==> config.mk <==
export PLATFORM = sky130hd
export DESIGN_NAME = fm_out_seq
export DESIGN_NICKNAME = d
export VERILOG_FILES = /design/src/rtl/fm_out_seq.sv
export SDC_FILE = /design/constraint.sdc
export NUM_CORES = 1
export LEC_CHECK = 0
export ABC_AREA = 1
export CORE_MARGIN = 2
export CORE_UTILIZATION = 52
export CTS_CLUSTER_SIZE = 24
export DETAILED_ROUTE_END_ITERATION = 10
export GPL_ROUTABILITY_DRIVEN = 0
export PLACE_DENSITY_LB_ADDON = 0.08
export RECOVER_POWER = 50
export SLEW_MARGIN = 40
export SYNTH_ARGS = -nofsm -noshare
export SYNTH_HDL_FRONTEND = slang
export SYNTH_SLANG_ARGS = --single-unit
==> constraint.sdc <==
create_clock -name clk -period 2.3 [get_ports clk]
set_input_delay 0.23 -clock clk [delete_from_list [all_inputs] [get_ports clk]]
set_output_delay 0.23 -clock clk [all_outputs]
set_load 0.03 [all_outputs]
==> src/rtl/fm_out_seq.sv <==
// FM channel-output bus transmitter: takes six stereo samples per frame over
// valid/ready and plays them out one slot at a time with fm_clk1 / fm_sel23.
module fm_out_seq #(
   parameter int unsigned HALF_DIV = 6
) (
   input  logic        clk,
   input  logic        reset,
   input  logic        ce,
   input  logic        in_valid,
   output logic        in_ready,
   input  logic [53:0] ch_l,
   input  logic [53:0] ch_r,
   output logic        fm_clk1,
   output logic        fm_sel23,
   output logic [8:0]  MOL,
   output logic [8:0]  MOR,
   output logic [9:0]  MOL_2612,
   output logic [9:0]  MOR_2612,
   output logic [2:0]  slot,
   output logic        frame_done,
   output logic        underrun
);

   localparam int unsigned SAMP_W = 9;
   localparam int unsigned BUS_W  = 6 * SAMP_W;
   localparam int unsigned CNT_W  = (HALF_DIV > 1) ? $clog2(HALF_DIV) : 1;
   localparam logic [2:0]  LAST_SLOT = 3'd5;

   typedef enum logic [1:0] {ST_IDLE, ST_HIGH, ST_LOW} state_t;

   state_t             state_q, state_d;
   logic [CNT_W-1:0]   cnt_q, cnt_d;
   logic [BUS_W-1:0]   shadow_l_q, shadow_l_d, shadow_r_q, shadow_r_d;
   logic               shadow_full_q, shadow_full_d;
   logic [BUS_W-1:0]   active_l_q, active_l_d, active_r_q, active_r_d;
   logic               fm_clk1_q, fm_clk1_d;
   logic               fm_sel23_q, fm_sel23_d;
   logic [2:0]         slot_q, slot_d;
   logic [SAMP_W-1:0]  mol_q, mol_d, mor_q, mor_d;
   logic [SAMP_W:0]    mol2612_q, mol2612_d, mor2612_q, mor2612_d;
   logic               frame_done_q, frame_done_d;
   logic               underrun_q, underrun_d;

   logic               accept;
   logic               bypass;
   logic               present;
   logic               cnt_last;
   logic [BUS_W-1:0]   src_l, src_r;
   logic [SAMP_W-1:0]  s_l, s_r;

   // Select one channel's 9-bit sample from a packed six-channel bus
   function automatic logic [SAMP_W-1:0] pick(input logic [BUS_W-1:0] bus,
                                              input logic [2:0] idx);
      logic [SAMP_W-1:0] r;
      case (idx)
         3'd0:    r = bus[8:0];
         3'd1:    r = bus[17:9];
         3'd2:    r = bus[26:18];
         3'd3:    r = bus[35:27];
         3'd4:    r = bus[44:36];
         3'd5:    r = bus[53:45];
         default: r = bus[8:0];
      endcase
      return r;
   endfunction

   // Next-state: slot sequencing, frame hand-over and input handshake
   always_comb begin
      state_d       = state_q;
      cnt_d         = cnt_q;
      shadow_l_d    = shadow_l_q;
      shadow_r_d    = shadow_r_q;
      shadow_full_d = shadow_full_q;
      active_l_d    = active_l_q;
      active_r_d    = active_r_q;
      fm_clk1_d     = fm_clk1_q;
      fm_sel23_d    = fm_sel23_q;
      slot_d        = slot_q;
      mol_d         = mol_q;
      mor_d         = mor_q;
      mol2612_d     = mol2612_q;
      mor2612_d     = mor2612_q;
      frame_done_d  = 1'b0;
      underrun_d    = 1'b0;
      bypass        = 1'b0;
      present       = 1'b0;
      src_l         = active_l_q;
      src_r         = active_r_q;
      s_l           = '0;
      s_r           = '0;

      accept   = in_valid & ~shadow_full_q;
      cnt_last = (cnt_q == CNT_W'(HALF_DIV - 1));

      if (ce) begin
         case (state_q)
            ST_IDLE: begin
               if (shadow_full_q) begin
                  active_l_d    = shadow_l_q;
                  active_r_d    = shadow_r_q;
                  shadow_full_d = 1'b0;
                  src_l         = shadow_l_q;
                  src_r         = shadow_r_q;
                  slot_d        = 3'd0;
                  fm_sel23_d    = 1'b0;
                  fm_clk1_d     = 1'b1;
                  present       = 1'b1;
                  cnt_d         = '0;
                  state_d       = ST_HIGH;
               end
            end
            ST_HIGH: begin
               if (cnt_last) begin
                  fm_clk1_d = 1'b0;
                  cnt_d     = '0;
                  state_d   = ST_LOW;
               end else begin
                  cnt_d = cnt_q + CNT_W'(1);
               end
            end
            ST_LOW: begin
               if (cnt_last) begin
                  cnt_d     = '0;
                  fm_clk1_d = 1'b1;
                  present   = 1'b1;
                  state_d   = ST_HIGH;
                  if (slot_q != LAST_SLOT) begin
                     slot_d     = slot_q + 3'd1;
                     fm_sel23_d = (slot_q + 3'd1 == LAST_SLOT);
                  end else begin
                     frame_done_d = 1'b1;
                     fm_sel23_d   = 1'b0;
                     slot_d       = 3'd0;
                     if (shadow_full_q) begin
                        active_l_d    = shadow_l_q;
                        active_r_d    = shadow_r_q;
                        shadow_full_d = 1'b0;
                        src_l         = shadow_l_q;
                        src_r         = shadow_r_q;
                     end else if (accept) begin
                        // Frame arriving on the boundary skips the shadow
                        bypass     = 1'b1;
                        active_l_d = ch_l;
                        active_r_d = ch_r;
                        src_l      = ch_l;
                        src_r      = ch_r;
                     end else begin
                        underrun_d = 1'b1;
                     end
                  end
               end else begin
                  cnt_d = cnt_q + CNT_W'(1);
               end
            end
            default: state_d = ST_IDLE;
         endcase
      end

      if (accept && !bypass) begin
         shadow_l_d    = ch_l;
         shadow_r_d    = ch_r;
         shadow_full_d = 1'b1;
      end

      if (present) begin
         s_l       = pick(src_l, slot_d);
         s_r       = pick(src_r, slot_d);
         mol_d     = {~s_l[8], s_l[7:0]};
         mor_d     = {~s_r[8], s_r[7:0]};
         mol2612_d = {s_l[8], s_l};
         mor2612_d = {s_r[8], s_r};
      end
   end

   // State and output registers
   always_ff @(posedge clk or negedge reset) begin
      if (!reset) begin
         state_q       <= ST_IDLE;
         cnt_q         <= '0;
         shadow_l_q    <= '0;
         shadow_r_q    <= '0;
         shadow_full_q <= 1'b0;
         active_l_q    <= '0;
         active_r_q    <= '0;
         fm_clk1_q     <= 1'b0;
         fm_sel23_q    <= 1'b0;
         slot_q        <= 3'd0;
         mol_q         <= 9'h100;
         mor_q         <= 9'h100;
         mol2612_q     <= '0;
         mor2612_q     <= '0;
         frame_done_q  <= 1'b0;
         underrun_q    <= 1'b0;
      end else begin
         state_q       <= state_d;
         cnt_q         <= cnt_d;
         shadow_l_q    <= shadow_l_d;
         shadow_r_q    <= shadow_r_d;
         shadow_full_q <= shadow_full_d;
         active_l_q    <= active_l_d;
         active_r_q    <= active_r_d;
         fm_clk1_q     <= fm_clk1_d;
         fm_sel23_q    <= fm_sel23_d;
         slot_q        <= slot_d;
         mol_q         <= mol_d;
         mor_q         <= mor_d;
         mol2612_q     <= mol2612_d;
         mor2612_q     <= mor2612_d;
         frame_done_q  <= frame_done_d;
         underrun_q    <= underrun_d;
      end
   end

   assign in_ready   = ~shadow_full_q;
   assign fm_clk1    = fm_clk1_q;
   assign fm_sel23   = fm_sel23_q;
   assign slot       = slot_q;
   assign MOL        = mol_q;
   assign MOR        = mor_q;
   assign MOL_2612   = mol2612_q;
   assign MOR_2612   = mor2612_q;
   assign frame_done = frame_done_q;
   assign underrun   = underrun_q;

endmodule

After elaboration in Yosys (flattened, before gate mapping). Cells that the tools add are included.

Bits in registers: 265. Latch bits: 0. Bits in writable memories: 0. Bits in read-only memories: 0. Input bits: 112. Output and inout bits: 46. Word-level logic and storage cells: 114. Memories kept: 0.

Add/sub/neg operators: 2. $mul: 0. Divide/modulo/power cells: 0. $lt $le $gt $ge: 0. Equal/unequal tests: 15. Shift-type cells: 0. Muxes and demuxes: 63. Bitwise logic cells: 4. Reductions and logical operators: 14.

Operators with widths (number): $mux W54 (12); $pmux W54 S2 (2); $pmux W9 S5 (2); $mux W1 (29); $mux W3 (6); $mux W9 (2); $eq A3 B3 Y1 const B (4); $pmux W3 S2 (2); $reduce_and A4 Y1 (3); $ne A3 B3 Y1 const B (3); $add A3 B1 Y3 const B (2); $eq A3 B2 Y1 const B (2); $mux W2 (3); $ne A2 B2 Y1 const B (3); $pmux W1 S2 (3); $pmux W2 S3 (1); $reduce_bool A2 Y1 (3); $reduce_bool A3 Y1 (2); $reduce_and A5 Y1 (1); $eq A3 B1 Y1 const B (1); $not A1 Y1 (3); $pmux W1 S3 (1); $reduce_and A3 Y1 (1); $eq A2 B1 Y1 const B (1); other kinds (6) (6).

Depth between registers and ports, before layout.
Depth after elaboration: 12. Gate-level depth with buffers: 18. Depth with buffers taken out: 17.

Worst setup path after synthesis. No wires, ideal clock.

Kind: reg-to-reg. Start: reg state_q[0]. End: reg mol_q[0], in the netlist MOL[0]. Setup time: 0.117 ns. Arrival: 1.995 ns. Data required time: 2.183 ns. Path slack: 0.188 ns. Stages on the path, launching flop included: 18. Path buffers: 2. Clock period less this slack: 2.112 ns. Cell sequence: dfrtp_1 -> inv_1 -> ha_1 -> buf_4 -> nand2_2 -> nand2_2 -> nand2_2 -> nor2_2 -> nand2_1 -> nand2_4 -> inv_4 -> nand2_2 -> nand3_4 -> buf_4 -> nor2_1 -> nor2_1 -> nand2_1 -> nand2_1.

Longest elaborated chain between the ends: 6. Elaborated cells between the ends (all ways): 15. Classes of those cells: eq/ne: 6; mux: 8; reduce/logical: 1.

RTL lines: start, declared (line 31) `state_t state_q, state_d;`; start signal, assigned (line 195) `state_q <= state_d;`; $eq A2 B2 Y1 / $logic_not A2 Y1 (equally long branches) (line 96) `case (state_q)`; $pmux W3 S2 (*) (line 96); $mux W3 (*) (line 95) `if (ce) begin`; net slot_d[0] (line 38) `logic [2:0] slot_q, slot_d;`; $eq A3 B3 Y1 (tied with other cells) (line 55) `case (idx)`; $pmux W9 S5 (*) (line 55); $mux W9 (*) (line 165) `if (present) begin`; end signal, assigned (line 205) `mol_q <= mol_d;`; end, declared (line 39) `logic [SAMP_W-1:0] mol_q, mol_d, mor_q, mor_d;`.

The timed path passes the listed nets; every way through them passes the cells marked *. The select of a mux whose other input is x is not followed. A chain may end at the register's enable or synchronous reset.

Final worst setup path.
Start: reg state_q[0]. End: reg mol_q[4], in the netlist MOL[4].

Same word-level chain as after synthesis.

==> flow_metrics.tcl <==
set metrics [dict create \
    status "finished, violations left" \
    violations "max-capacitance violations, max-slew violations, negative setup slack" \
    detail-route-antenna-nets 0 \
    drv_slew 59 \
    setup_viol 5 \
    skew_ns 0.0129 \
    layout-drive-gt1-share_pct 18.8 \
    setup_tns_ns -0.115 \
    holdPathStages 4 \
    dieWidth_um 169 \
    async_flop_share_pct 100 \
    cp-start-kind "flip-flop" \
    rsz0062_at_grt "yes" \
    hp-class "input pin to flip-flop" \
    rrSetupSlack_ns -0.05 \
    synth-edff-count 0 \
    grt_pass1_wl_um 70700 \
    hold_start "ce" \
    slew_headroom_pct -25.1 \
    crit_required_ns 2.74 \
    cts.clk_slew.worst_paths_ns 0.06 \
    synth_top_area_share_pct 43.6 \
    p_switching_mw 11.0 \
    clk_latency_ns 0.56 \
    p_leak_nw 8.95 \
    avgSynthCellArea_um2 7.65 \
    synth_nets 1970 \
    cts-htree-levels 1 \
    ios 158 \
    worstSetupPathType "flip-flop to flip-flop" \
    synth.cell_area_mm2 0.0142 \
    std_cell_rows 60 \
    r2r_start "state_q[0]$_DFFE_PN0P_" \
    dieHeight_um 169 \
    clk_path_buf_depth 3 \
    cts-buffers-inserted 30 \
    cts_tree "built" \
    synth.area.top_cells "dfrtp_1 44%, nand2_1 14%, mux2_2 6.1%, o21ai_0 4.7%, a21oi_1 4.6%" \
    grt_max_degree 84 \
    cts_sinks 249 \
    combPwrFrac_pct 49.8 \
    worstRegToRegCells 16 \
    seqPwrFrac_pct 30.7 \
    fin_crit_sh_pct 102 \
    avgViaCountPerCell 5.77 \
    rr_endpoint "MOL[4]$_DFFE_PN0P_" \
    start_util_pct 52.8 \
    antenna_found_initial 0 \
    finalHoldViolCount 0 \
    power.density_mw_per_mm2 1390 \
    core_area_mm2 0.0269 \
    tightest_slew_ns 1.88 \
    grtUsageTotal_pct 31.0 \
    cap_viol_max_count 1 \
    fp.dieArea_mm2 0.0286 \
    n_fill_cell 2129 \
    synth.ff_latch_count 249 \
    grt_pass1_vias 13500 \
    vias 14000 \
    drc 0 \
    root_buffer "clkbuf_16" \
    p_clk_share_pct 19.5 \
    power.internal_mw 15.1 \
    drtIter0Drc 1276 \
    ir_drop_mv 1.11 \
    insertedDiodeCount 0 \
    synth_flop_cell "dfrtp_1" \
    final_core_util_pct 69.8 \
    end_kind "flip-flop" \
    wl_um 46700 \
    worstPathArrival_ns 2.79 \
    hold_path_end "active_r_q[10]$_DFF_PN0_" \
    portBuffers 157 \
    area_delta_synth_final_pct 32.3 \
    wl_per_cell_um 19.3 \
    dp_hpwl_um 29000 \
    finalNetCount 2175 \
    overflow 0 \
    switching_share_pct 42.1 \
    seq_area_frac_synth_pct 44.0 \
    postLayoutSetupSlackWorst_ns -0.0484 \
    worstPathMaxFanout 6 \
    dr.pass1.iters 6 \
    yosysWarnings 0 \
    synth.distinct_cells 36 \
    syn_inst 1854 \
    max_freq_ghz 0.426 \
    yosysTopAreaCell "dfrtp_1" \
    finalCriticalPeriod_ns 2.35 \
    power_mw 26.0 \
]
[cell type report]
cell class,instances,area [um2],area share [%]
multi-input combinational,1307,7030,37.5
inverter,167,661,3.52
clock inverter,12,163,0.867
sequential,249,6240,33.3
timing repair buffer,304,3340,17.8
clock buffer,43,901,4.80
tap,341,427,2.27
[kinds of logic after synthesis]
logic type	Yosys count	synth area share, %
flops	249	44.0
fa+ha+maj	4	0.353
simple gates	802	23.0
buf+inv	299	9.32
mux	77	6.11
compound gates	423	17.3
[metal layers]
layer	GRT usage (%)	part of all wire, %	vias up
li1	-	-	6530
met1	39.8	41	6688
met2	52.5	48	610
met3	4.13	6.3	141
met4	13.6	4.7	0
met5	0	0	-
[through the flow]
| stage | hold slack [ns] | area [um2] | setup WS (ns) | cells |
|---|---|---|---|---|
| finish | 0.196 | 18800 | -0.0484 | 2423 |
| global route | 0.234 | 18800 | -0.123 | 2423 |
| CTS | 0.153 | 18000 | -0.00562 | 2398 |
| detailed placement | 0.239 | 16800 | -0.163 | 2337 |
| global placement | 0.237 | 16800 | -0.130 | 2337 |
| floorplan | -0.0656 | 14200 | 0.188 | 1854 |
[cell usage after synthesis, types with 4 or more instances]
master and count:
buf_2 37, ha_1 4, o22ai_1 54, buf_1 8, a22oi_1 43, mux2_2 77, buf_6 5, nand3b_1 7
a21oi_1 129, nand2_2 11, o211ai_1 56, o21ai_0 133, inv_2 10, inv_1 154, nand2_1 537, nor2_1 160
clkbuf_1 52, nand3_1 71, dfrtp_1 247, buf_4 30
[power groups by stage]
stage	sequential, mW	combinational, mW	clock [mW]
floorplan	7.86	7.95	0
global placement	7.83	11.6	0
detailed placement	7.90	11.9	0
CTS	7.88	12.1	5.12
global route	8.20	14.3	5.29
finish	7.98	13.0	5.08
[placed cells by master (no fill, tap or decap), types with 5 or more instances in the layout]
cell	n
nor2_2	14
clkinv_2	7
inv_1	148
nand2_8	5
nand2_1	510
o21ai_1	19
clkbuf_16	38
o22ai_1	54
clkdlybuf4s50_1	154
nor2_4	10
nand3b_1	7
o21ai_0	111
dfrtp_1	241
inv_2	10
nand2_4	9
o211ai_1	56
a22oi_1	40
a21oi_1	126
dfrtp_2	6
nand3_4	8
clkbuf_8	9
nand2_2	25
buf_4	82
mux2_2	77
buf_12	32
nand3_1	69
buf_6	20
nor2_1	141
[how the worst max path moves through the flow]
stage	cells past startpoint	from	end	slack (ns)
after floorplan	17	state_q[0]$_DFFE_PN0P_	MOL[0]$_DFFE_PN0P_	0.19
after global placement	16	state_q[1]$_DFFE_PN0P_	MOL[6]$_DFFE_PN0P_	-0.13
after detailed placement	16	in_valid	MOR[6]$_DFFE_PN0P_	-0.16
after CTS	19	state_q[1]$_DFFE_PN0P_	MOR[6]$_DFFE_PN0P_	-0.006
after global routing	16	state_q[1]$_DFFE_PN0P_	MOL[5]$_DFFE_PN0P_	-0.12
final	16	state_q[0]$_DFFE_PN0P_	MOL[4]$_DFFE_PN0P_	-0.05
[sequential cells by signal (all words and copies together) (netlist names), 2 cells and up]
signal      cells
cnt_q           3
MOL             9
active_r_q     54
shadow_l_q     54
MOR             9
shadow_r_q     54
active_l_q     54
state_q         2
slot            3
[timing repair]
action,in CTS,in global routing
pin swaps,2,56
hold endpoints to repair,55,0
resized for setup,19,145
setup endpoints to repair,22,41
hold buffers,1,0
cloned,2,7
buffers inserted,3,20
[critical path, stage by stage (launching register included)]
cell      delay (ns)
dfrtp_1         0.39
inv_2           0.11
ha_4            0.17
nand2_4         0.06
inv_2           0.09
buf_4           0.11
nand2_1         0.05
nand2_1         0.08
nand2_2         0.09
nand2_8         0.11
nand3_4         0.15
buf_12          0.17
nand3_4         0.13
nand2_2         0.09
nand3b_1        0.25
nand2_1         0.11
nand2_1         0.05
Note: power is estimated with default switching activity, not from simulation.
